==> src/rtl/h264_tx_pkg.sv <==
// Shared constants and types for the H.264 forward 4x4 core transform.
//   IN_W  : residual sample width (signed)
//   MID_W : row-pass intermediate width (signed)
//   OUT_W : coefficient width (signed)
//   state_t        : control FSM states
//   res_t/mid_t/coef_t : 16-entry packed arrays, index = 4*row + col
package h264_tx_pkg;

    localparam int IN_W  = 8;
    localparam int MID_W = 11;
    localparam int OUT_W = 14;

    typedef enum logic [1:0] {IDLE, ROW, COL, DONE} state_t;

    typedef logic [15:0][IN_W-1:0]  res_t;
    typedef logic [15:0][MID_W-1:0] mid_t;
    typedef logic [15:0][OUT_W-1:0] coef_t;

endpackage

==> src/rtl/fwd_core1d.sv <==
// Combinational 4-point H.264 forward core butterfly.
//   x0..x3 : signed input vector, W bits
//   y0..y3 : signed transform output, W bits
// W must be wide enough for the output range; no saturation is applied.
module fwd_core1d #(
    parameter int W = 14
) (
    input  logic signed [W-1:0] x0,
    input  logic signed [W-1:0] x1,
    input  logic signed [W-1:0] x2,
    input  logic signed [W-1:0] x3,
    output logic signed [W-1:0] y0,
    output logic signed [W-1:0] y1,
    output logic signed [W-1:0] y2,
    output logic signed [W-1:0] y3
);

    logic signed [W-1:0] e0, e1, e2, e3;

    assign e0 = x0 + x3;
    assign e1 = x1 + x2;
    assign e2 = x1 - x2;
    assign e3 = x0 - x3;

    assign y0 = e0 + e1;
    assign y2 = e0 - e1;
    assign y1 = (e3 <<< 1) + e2;
    assign y3 = e3 - (e2 <<< 1);

endmodule

==> src/rtl/fwd_core_transform4x4.sv <==
// Forward 4x4 integer core transform Y = Cf*X*Cf^T for intra luma residuals.
// One shared 1-D butterfly runs four row passes, then four column passes.
//   clk, reset      : clock, asynchronous active-low reset
//   in_valid/in_ready  : residual block handshake (ready only in IDLE)
//   mode, res       : intra mode and 16 residual samples (4*row+col)
//   out_valid/out_ready: coefficient handshake (valid only in DONE)
//   out_mode, coef, nz : captured mode, 16 coefficients, any-nonzero flag
module fwd_core_transform4x4
    import h264_tx_pkg::*;
(
    input  logic        clk,
    input  logic        reset,
    input  logic        in_valid,
    output logic        in_ready,
    input  logic [2:0]  mode,
    input  res_t        res,
    output logic        out_valid,
    input  logic        out_ready,
    output logic [2:0]  out_mode,
    output coef_t       coef,
    output logic        nz
);

    state_t     state, nxt;
    logic [1:0] k;
    res_t       xbuf;
    mid_t       mbuf;

    logic signed [OUT_W-1:0] cin  [4];
    logic signed [OUT_W-1:0] cout [4];
    logic                    col_nz;

    // Butterfly input mux: row k of X in ROW, column k of the
    // intermediate buffer in COL. Both are sign-extended to OUT_W.
    always_comb begin
        for (int j = 0; j < 4; j++) begin
            if (state == COL) cin[j] = OUT_W'($signed(mbuf[{2'(j), k}]));
            else              cin[j] = OUT_W'($signed(xbuf[{k, 2'(j)}]));
        end
    end

    fwd_core1d #(.W(OUT_W)) u_core (
        .x0(cin[0]), .x1(cin[1]), .x2(cin[2]), .x3(cin[3]),
        .y0(cout[0]), .y1(cout[1]), .y2(cout[2]), .y3(cout[3])
    );

    assign col_nz = |{cout[0], cout[1], cout[2], cout[3]};

    // State register
    always_ff @(posedge clk or negedge reset) begin
        if (!reset) state <= IDLE;
        else        state <= nxt;
    end

    // Next-state logic
    always_comb begin
        nxt = state;
        case (state)
            IDLE: if (in_valid)  nxt = ROW;
            ROW:  if (k == 2'd3) nxt = COL;
            COL:  if (k == 2'd3) nxt = DONE;
            DONE: if (out_ready) nxt = IDLE;
            default:             nxt = IDLE;
        endcase
    end

    // Outputs decoded from state
    always_comb begin
        in_ready  = (state == IDLE);
        out_valid = (state == DONE);
    end

    // Datapath. k wraps 3->0 on the ROW->COL transition, so it needs
    // no explicit clear between passes.
    always_ff @(posedge clk or negedge reset) begin
        if (!reset) begin
            k        <= '0;
            xbuf     <= '0;
            mbuf     <= '0;
            coef     <= '0;
            out_mode <= '0;
            nz       <= 1'b0;
        end else begin
            case (state)
                IDLE: if (in_valid) begin
                    xbuf     <= res;
                    out_mode <= mode;
                    k        <= '0;
                    nz       <= 1'b0;
                end
                ROW: begin
                    // Row results are bounded by 6*128, so truncating to MID_W is lossless.
                    for (int j = 0; j < 4; j++) mbuf[{k, 2'(j)}] <= MID_W'(cout[j]);
                    k <= k + 2'd1;
                end
                COL: begin
                    for (int j = 0; j < 4; j++) coef[{2'(j), k}] <= cout[j];
                    nz <= nz | col_nz;
                    k  <= k + 2'd1;
                end
                default: ;
            endcase
        end
    end

endmodule

==> config.mk <==
export PLATFORM = sky130hd
export DESIGN_NAME = fwd_core_transform4x4
export DESIGN_NICKNAME = d
export VERILOG_FILES = /design/src/rtl/h264_tx_pkg.sv /design/src/rtl/fwd_core1d.sv /design/src/rtl/fwd_core_transform4x4.sv
export SDC_FILE = /design/constraint.sdc
export NUM_CORES = 1
export LEC_CHECK = 0
export BUFFER_PORTS_ARGS = -buffer_cell sky130_fd_sc_hd__buf_4
export CORE_MARGIN = 2
export CORE_UTILIZATION = 60
export DETAILED_ROUTE_END_ITERATION = 10
export GPL_TIMING_DRIVEN = 0
export PLACE_DENSITY = 0.83
export SKIP_LAST_GASP = 1
export SLEW_MARGIN = 15
export SYNTH_ARGS = -nofsm -noshare
export SYNTH_HDL_FRONTEND = slang
export SYNTH_SLANG_ARGS = --single-unit
export TNS_END_PERCENT = 30
==> constraint.sdc <==
create_clock -name clk -period 13.99 [get_ports clk]
set_input_delay 0.6995 -clock clk [delete_from_list [all_inputs] [get_ports clk]]
set_output_delay 0.6995 -clock clk [all_outputs]
set_load 0.01 [all_outputs]
==> results of run 1 <==
## placed cells by master, fill, tap and decap left out, drive strengths merged, types with 3 or more instances in the layout
cell type,instances
and3,7
mux2,215
diode,3
nand2,364
mux4,72
nand3b,4
a31oi,6
nor4,7
clkinv,6
xor2,25
clkbuf,185
nand3,5
buf,409
a21o,14
o21bai,15
nor2,64
o31ai,6
a211oi,12
o21a,14
a211o,3
o31a,6
nand4,4
inv,87
a21oi,67
nor3,15
or3,4
nor4b,3
fa,8
mux2i,15
xnor2,47
nand2b,17
o41ai,3
and4,4
nor2b,19
o21ai,351
ha,99
dfrtp,528
and2,4
a2111oi,4
## cell type report
type | count | area [µm²]
sequential | 528 | 13200
multi-input combinational | 1536 | 11800
fill | 2699 | 10800
timing repair buffer | 383 | 3030
clock buffer | 77 | 1520
tap | 539 | 674
buffer | 134 | 539
inverter | 86 | 323
clock inverter | 11 | 125
antenna | 3 | 7.51
## sequential cells by signal (all words and copies together), names as in the netlist
register	cells
coef	220
mbuf	172
xbuf	128
out_mode	3
k	2
state	2
nz	1
## stage by stage
step	utilization, %	instances	area (µm²)
finish	74.2	3297	31200
global route	74.2	3295	31200
CTS	74.1	3294	31200
detailed placement	70.2	3206	29500
global placement	69.1	3187	29100
floorplan	-	2284	25600
## routing by layer
layer	GRT usage, %	up-vias	wire (µm)
li1	-	8849	-
met1	48.5	10400	30500
met2	58.3	1353	38300
met3	9.05	338	8810
met4	24.2	2	5910
met5	0	-	13
## cells by family after synthesis
logic type,Yosys count
buffers and inverters,220
muxes,302
adders and majority gates,109
xor gates and xnor gates,73
AOI/OAI and AO/OA,521
and+or+nand+nor,531
DFF,528
## Yosys cell counts (17+ instances only)
cell type | instances | area (µm²)
xor2_1 | 23 | 201
nor2_1 | 64 | 240
a21oi_1 | 67 | 335
inv_1 | 86 | 323
mux2_2 | 215 | 2420
nor2b_1 | 18 | 113
nand2_1 | 364 | 1370
mux4_2 | 72 | 1620
nand2b_1 | 17 | 106
o21ai_0 | 347 | 1740
ha_1 | 99 | 1240
xnor2_1 | 44 | 385
dfrtp_1 | 528 | 13200
clkbuf_1 | 108 | 405
## worst min path at each step
stage | start | endpoint | slack, ns
floorplan | reset | coef[0] | 0.40
global placement | mbuf[62] | mbuf[62] | 0.46
CTS | reset | coef[201] | 0.15
global route | reset | coef[202] | 0.16
finish | reset | coef[202] | 0.09
detailed placement | mbuf[158] | mbuf[158] | 0.47
## critical path, stage by stage, from the launching register on
cell and delay, ns:
dfrtp_1 0.39, clkbuf_1 0.35, clkbuf_1 0.83, buf_1 0.82
clkbuf_1 0.51, nand2_1 0.21, o31a_1 0.22, ha_1 0.37
clkbuf_1 0.90, inv_1 0.18, ha_1 0.30, fa_1 0.46
a21oi_1 0.26, o221ai_1 0.28, a21o_1 0.25, a21oi_1 0.16
xor2_1 1.07, and3_1 0.30, nand4_1 0.11, nor4_1 0.29
nand4_1 0.16, nor4_1 0.30, a31oi_1 0.13
==> out/metrics.cfg, run 1 <==
[logic_synthesis]
synthXorXnorAreaFrac_pct=2.74
synth_fa_ha_area_share_pct=5.54
muxShareOfSynthArea_pct=16.3
syn_inst=2284
synth_top_family_by_area=multiplexers
ys.flop_type=dfrtp_1
synth_edf_count=0
synth_fp_nets=2526
syn_area_per_cell_um2=11.2
synth-seq-cells=528
ys_seq_area_share_pct=51.5
synthesis.area_um2=25600
synth_compound_area_share_pct=11.6
synth_cell_types=81
async_flop_share_pct=100
yosys_warnings=0
synthSimpleGateAreaFrac_pct=8.91

[critical_path]
rr_worst_depth=22
crit_arrival_ns=9.49
r2r-end=nz
startpoint_type=flop
path_max_fanout=10
crit_start=k[0]
critPathCapture=nz
r2r-start=k[0]
endpoint_kind=flop
worst_ep_required_time_ns=14.43
critPathKind=reg2reg
ff2ff_setup_slack_ns=4.94

[timing]
fmax_mhz=110
worstMarginPinSlew_ns=1.38
finalMaxSlewViolations=0
period_needed_ns=9.05
post-route-period-util_pct=64.7
finClkSkew_ns=0.0211
layout_setup_ws_ns=4.94
slew_headroom_pct=7.88
grt_setup_unrepaired=no
tns_ns=0
hold_slack_ns=0.0856
setup_viol=0
hold_violations=0

[cts]
cts_tree=done
cts_resized=0
clock_latency_ns=0.61
cts_setup_buffers=0
hold_buffers=0
clk_pin_slew_ns=0.06
cts_buffers=51
cts_max_path_buffers=3
h-tree-depth=2
cts_root_buf=clkbuf_16
cts_num_sinks=528

[global_routing]
grt_pass1_wl_mm=125
antenna_found_initial=6
grt_max_degree=116
track_usage_pct=37.8
overflow=0
grt_pass1_vias=21100

[job]
maxCapViolations=0

[routing]
initialDrtViolationCount=2421
drtPass1Iterations=6
viasPerCell=6.36
routed_wl_mm=83.5
antenna_left=0
vias=21000
routedWlPerCell_um=25.3
drc=0

[worst_hold_path]
min_path_type=in2async

[floorplanning]
ios=365
core_um2=42000
die_w_um=211
fp.dieH_um=211
rows=75
dieArea_um2=44400
start_util_pct=61.0

[finish]
syn_to_final_growth_pct=21.6
fin_nets=2962
layout-drive-gt1-share_pct=29.3

[place]
gp_congestion=0.954
post-place-ws_ns=5.26
port_buffers=364
dp_hpwl_mm=61.4

[run_status]
status=completed

Power of run 1 is not shown: default switching activity piles up to over one toggle a cycle in this logic, so the estimate is an artifact.
==> run 2, diff against run 1 <==
--- a/config.mk
+++ b/config.mk
@@ -7,10 +7,10 @@
 export LEC_CHECK = 0
 export BUFFER_PORTS_ARGS = -buffer_cell sky130_fd_sc_hd__buf_4
 export CORE_MARGIN = 2
-export CORE_UTILIZATION = 60
+export CORE_UTILIZATION = 52
 export DETAILED_ROUTE_END_ITERATION = 10
 export GPL_TIMING_DRIVEN = 0
-export PLACE_DENSITY = 0.83
+export PLACE_DENSITY = 0.76
 export SKIP_LAST_GASP = 1
 export SLEW_MARGIN = 15
 export SYNTH_ARGS = -nofsm -noshare
==> constraint.sdc (replaced) <==
create_clock -name clk -period 7.8 [get_ports clk]
set_input_delay 0.39 -clock clk [delete_from_list [all_inputs] [get_ports clk]]
set_output_delay 0.39 -clock clk [all_outputs]
set_load 0.01 [all_outputs]
==> run 2 against run 1 <==
Against the previous run:
- critical path type unchanged
- via count fell by 0.97%
- clock skew is 0.00084 ns higher
- non-clock buffer count rose by 16
- sequential share of layout area is 0.72 points lower
- sequential cell count is the same
- wire length is 0.18% higher
==> out/metrics.cfg, run 2 (synthesized netlist as in run 1, its figures left out) <==
[routing]
initialDrtViolationCount=2459  ; +1.6%
routed_wl_mm=83.7  ; +0.18%
antenna_left=0  ; unchanged
drc=0  ; unchanged
drtPass1Iterations=7  ; +1
viasPerCell=6.03  ; -5.1%
routedWlPerCell_um=24.3  ; -4.0%
vias=20800  ; -0.97%

[timing]
hold_slack_ns=0.0138  ; -0.0718 ns
finClkSkew_ns=0.0220  ; +0.000842 ns
period_needed_ns=7.35  ; -1.70 ns
setup_viol=0  ; unchanged
finalMaxSlewViolations=0  ; unchanged
fmax_mhz=136  ; +23%
layout_setup_ws_ns=0.446  ; -4.49 ns
worstMarginPinSlew_ns=1.25  ; -0.131 ns
slew_headroom_pct=16.6  ; +8.8 points
hold_violations=0  ; unchanged
post-route-period-util_pct=94.3  ; +30 points

[floorplanning]
ios=365  ; unchanged
core_um2=48800  ; +16%
die_w_um=226  ; +7.3%
start_util_pct=52.5  ; -8.5 points
fp.dieH_um=226  ; +7.3%
rows=81  ; +8.0%
dieArea_um2=51100  ; +15%

[global_routing]
grt_pass1_vias=20500  ; -2.7%
track_usage_pct=32.7  ; -5.1 points
overflow=0  ; unchanged
grt_pass1_wl_mm=124  ; -1.1%
grt_max_degree=113  ; -2.6%
antenna_found_initial=4  ; -2

[place]
dpl.cell_count=3333  ; +4.0%
post-place-ws_ns=-1.07  ; -6.33 ns
dp_hpwl_mm=61.9  ; +0.83%
gp_congestion=0.979  ; +2.7%
port_buffers=364  ; unchanged

[cts]
clk_pin_slew_ns=0.07  ; about the same
cts_buffers=52  ; +2.0%
cts_num_sinks=528  ; unchanged
cts_tree=done
clock_latency_ns=0.61  ; about the same
cts_setup_buffers=0  ; unchanged
h-tree-depth=2  ; unchanged
cts_max_path_buffers=3  ; unchanged
cts_root_buf=clkbuf_16

[finish]
layout-drive-gt1-share_pct=30.4  ; +1.1 points
largest_register=coef
syn_to_final_growth_pct=23.8
layout_common_cells=dfrtp_1 (528), buf_4 (368), nand2_1 (364), o21ai_0 (347), mux2_2 (215)
largest_register_ffs=220  ; unchanged
mostFrequentLayoutCell=dfrtp_1
top_regs=coef: 220 flops, mbuf: 172 flops, xbuf: 128 flops
num-fill-cells=3761  ; +39%
fin_nets=2979  ; +0.57%
finalNonFillerCells=3441  ; +4.4%

[critical_path]
path_max_fanout=10  ; unchanged
endpoint_kind=flop
startpoint_type=flop
critPathBufInv=3  ; -3
crit_arrival_ns=7.80  ; -1.69 ns
slowest_delay_ns=0.84  ; -0.23 ns
crit_family=compound AO/OA/AOI/OAI gates
slowest_stage=clkdlybuf4s15_1
worst_ep_required_time_ns=8.24  ; -6.19 ns
critPathKind=reg2reg
crit_chain=clkdlybuf4s15_1 > mux4_2 > mux2_2 > ha_1 > buf_2 > o21bai_1 > a21oi_1 > o21bai_1 > a21oi_1 > o21bai_1 > a21oi_1 > xor2_1 > ha_1 > buf_1 > a21oi_1 > nor2_1 > a311oi_2 > a21oi_1 > xnor2_2 > nand4_1 > nor4_1 > nand4_1 > nor4_1 > a31oi_1
cpMostUsedCell=a21oi_1

[run_status]
status=completed

[job]
maxCapViolations=0  ; unchanged

[worst_hold_path]
min_path_type=in2reg

-- run 2: worst register-to-register path, stage by stage (launching register included) --
cell and delay, ns:
dfrtp_1 0.57, clkdlybuf4s15_1 0.84, mux4_2 0.66, mux2_2 0.33
ha_1 0.29, buf_2 0.17, o21bai_1 0.10, a21oi_1 0.25
o21bai_1 0.09, a21oi_1 0.26, o21bai_1 0.10, a21oi_1 0.25
xor2_1 0.27, ha_1 0.27, buf_1 0.26, a21oi_1 0.28
nor2_1 0.09, a311oi_2 0.42, a21oi_1 0.20, xnor2_2 0.39
nand4_1 0.17, nor4_1 0.32, nand4_1 0.14, nor4_1 0.30
a31oi_1 0.13
-- run 2: final timing paths --
check / cells past startpoint / endpoint / slack [ns] / startpoint
worst max-delay path: 24 / nz / 0.45 / k[0]
min in group asynchronous: 2 / xbuf[111] / 0.25 / reset
worst min-delay path: 2 / xbuf[79] / 0.01 / res[79]
worst max register to register: 24 / nz / 0.45 / k[0]
max in group asynchronous: 5 / coef[109] / 5.80 / reset
worst min register to register: 2 / coef[93] / 0.48 / coef[93]
-- run 2: layer usage --
metal | up-vias | wire length, µm | global-route usage [%]
met5 | - | 0 | 0
met4 | 0 | 4930 | 17.0
met3 | 272 | 8040 | 6.44
met2 | 1161 | 39200 | 52.5
met1 | 10500 | 31500 | 42.5
li1 | 8867 | - | -
-- run 2: layout make-up --
cell class,instances,area (µm²),share of cell area (%)
Buffer,131,573,1.81
Sequential cell,528,13200,41.6
Clock inverter,17,186,0.587
Tap cell,664,831,2.62
Clock buffer,74,1540,4.84
Multi-Input combinational cell,1536,11800,37.3
Antenna cell,3,7.51,0.0237
Inverter,86,323,1.02
Timing Repair Buffer,402,3230,10.2
-- run 2: what timing repair did --
item	CTS	global route
pin swaps	0	0
gates resized for setup	23	30
hold buffers	17	0
setup endpoints to repair	23	13
hold endpoints to repair	49	0
-- run 2: per-stage QoR --
stage                     cell area, µm²  util (%)  TNS [ns]
after floorplan                    25600         -         0
after global placement             29200      59.8     -4.00
after detailed placement           29700      60.9     -2.51
after CTS                          31700      64.9         0
after global routing               31700      65.0   -0.0116
final                              31700      65.0         0
Power of run 2 is left out for the same reason.
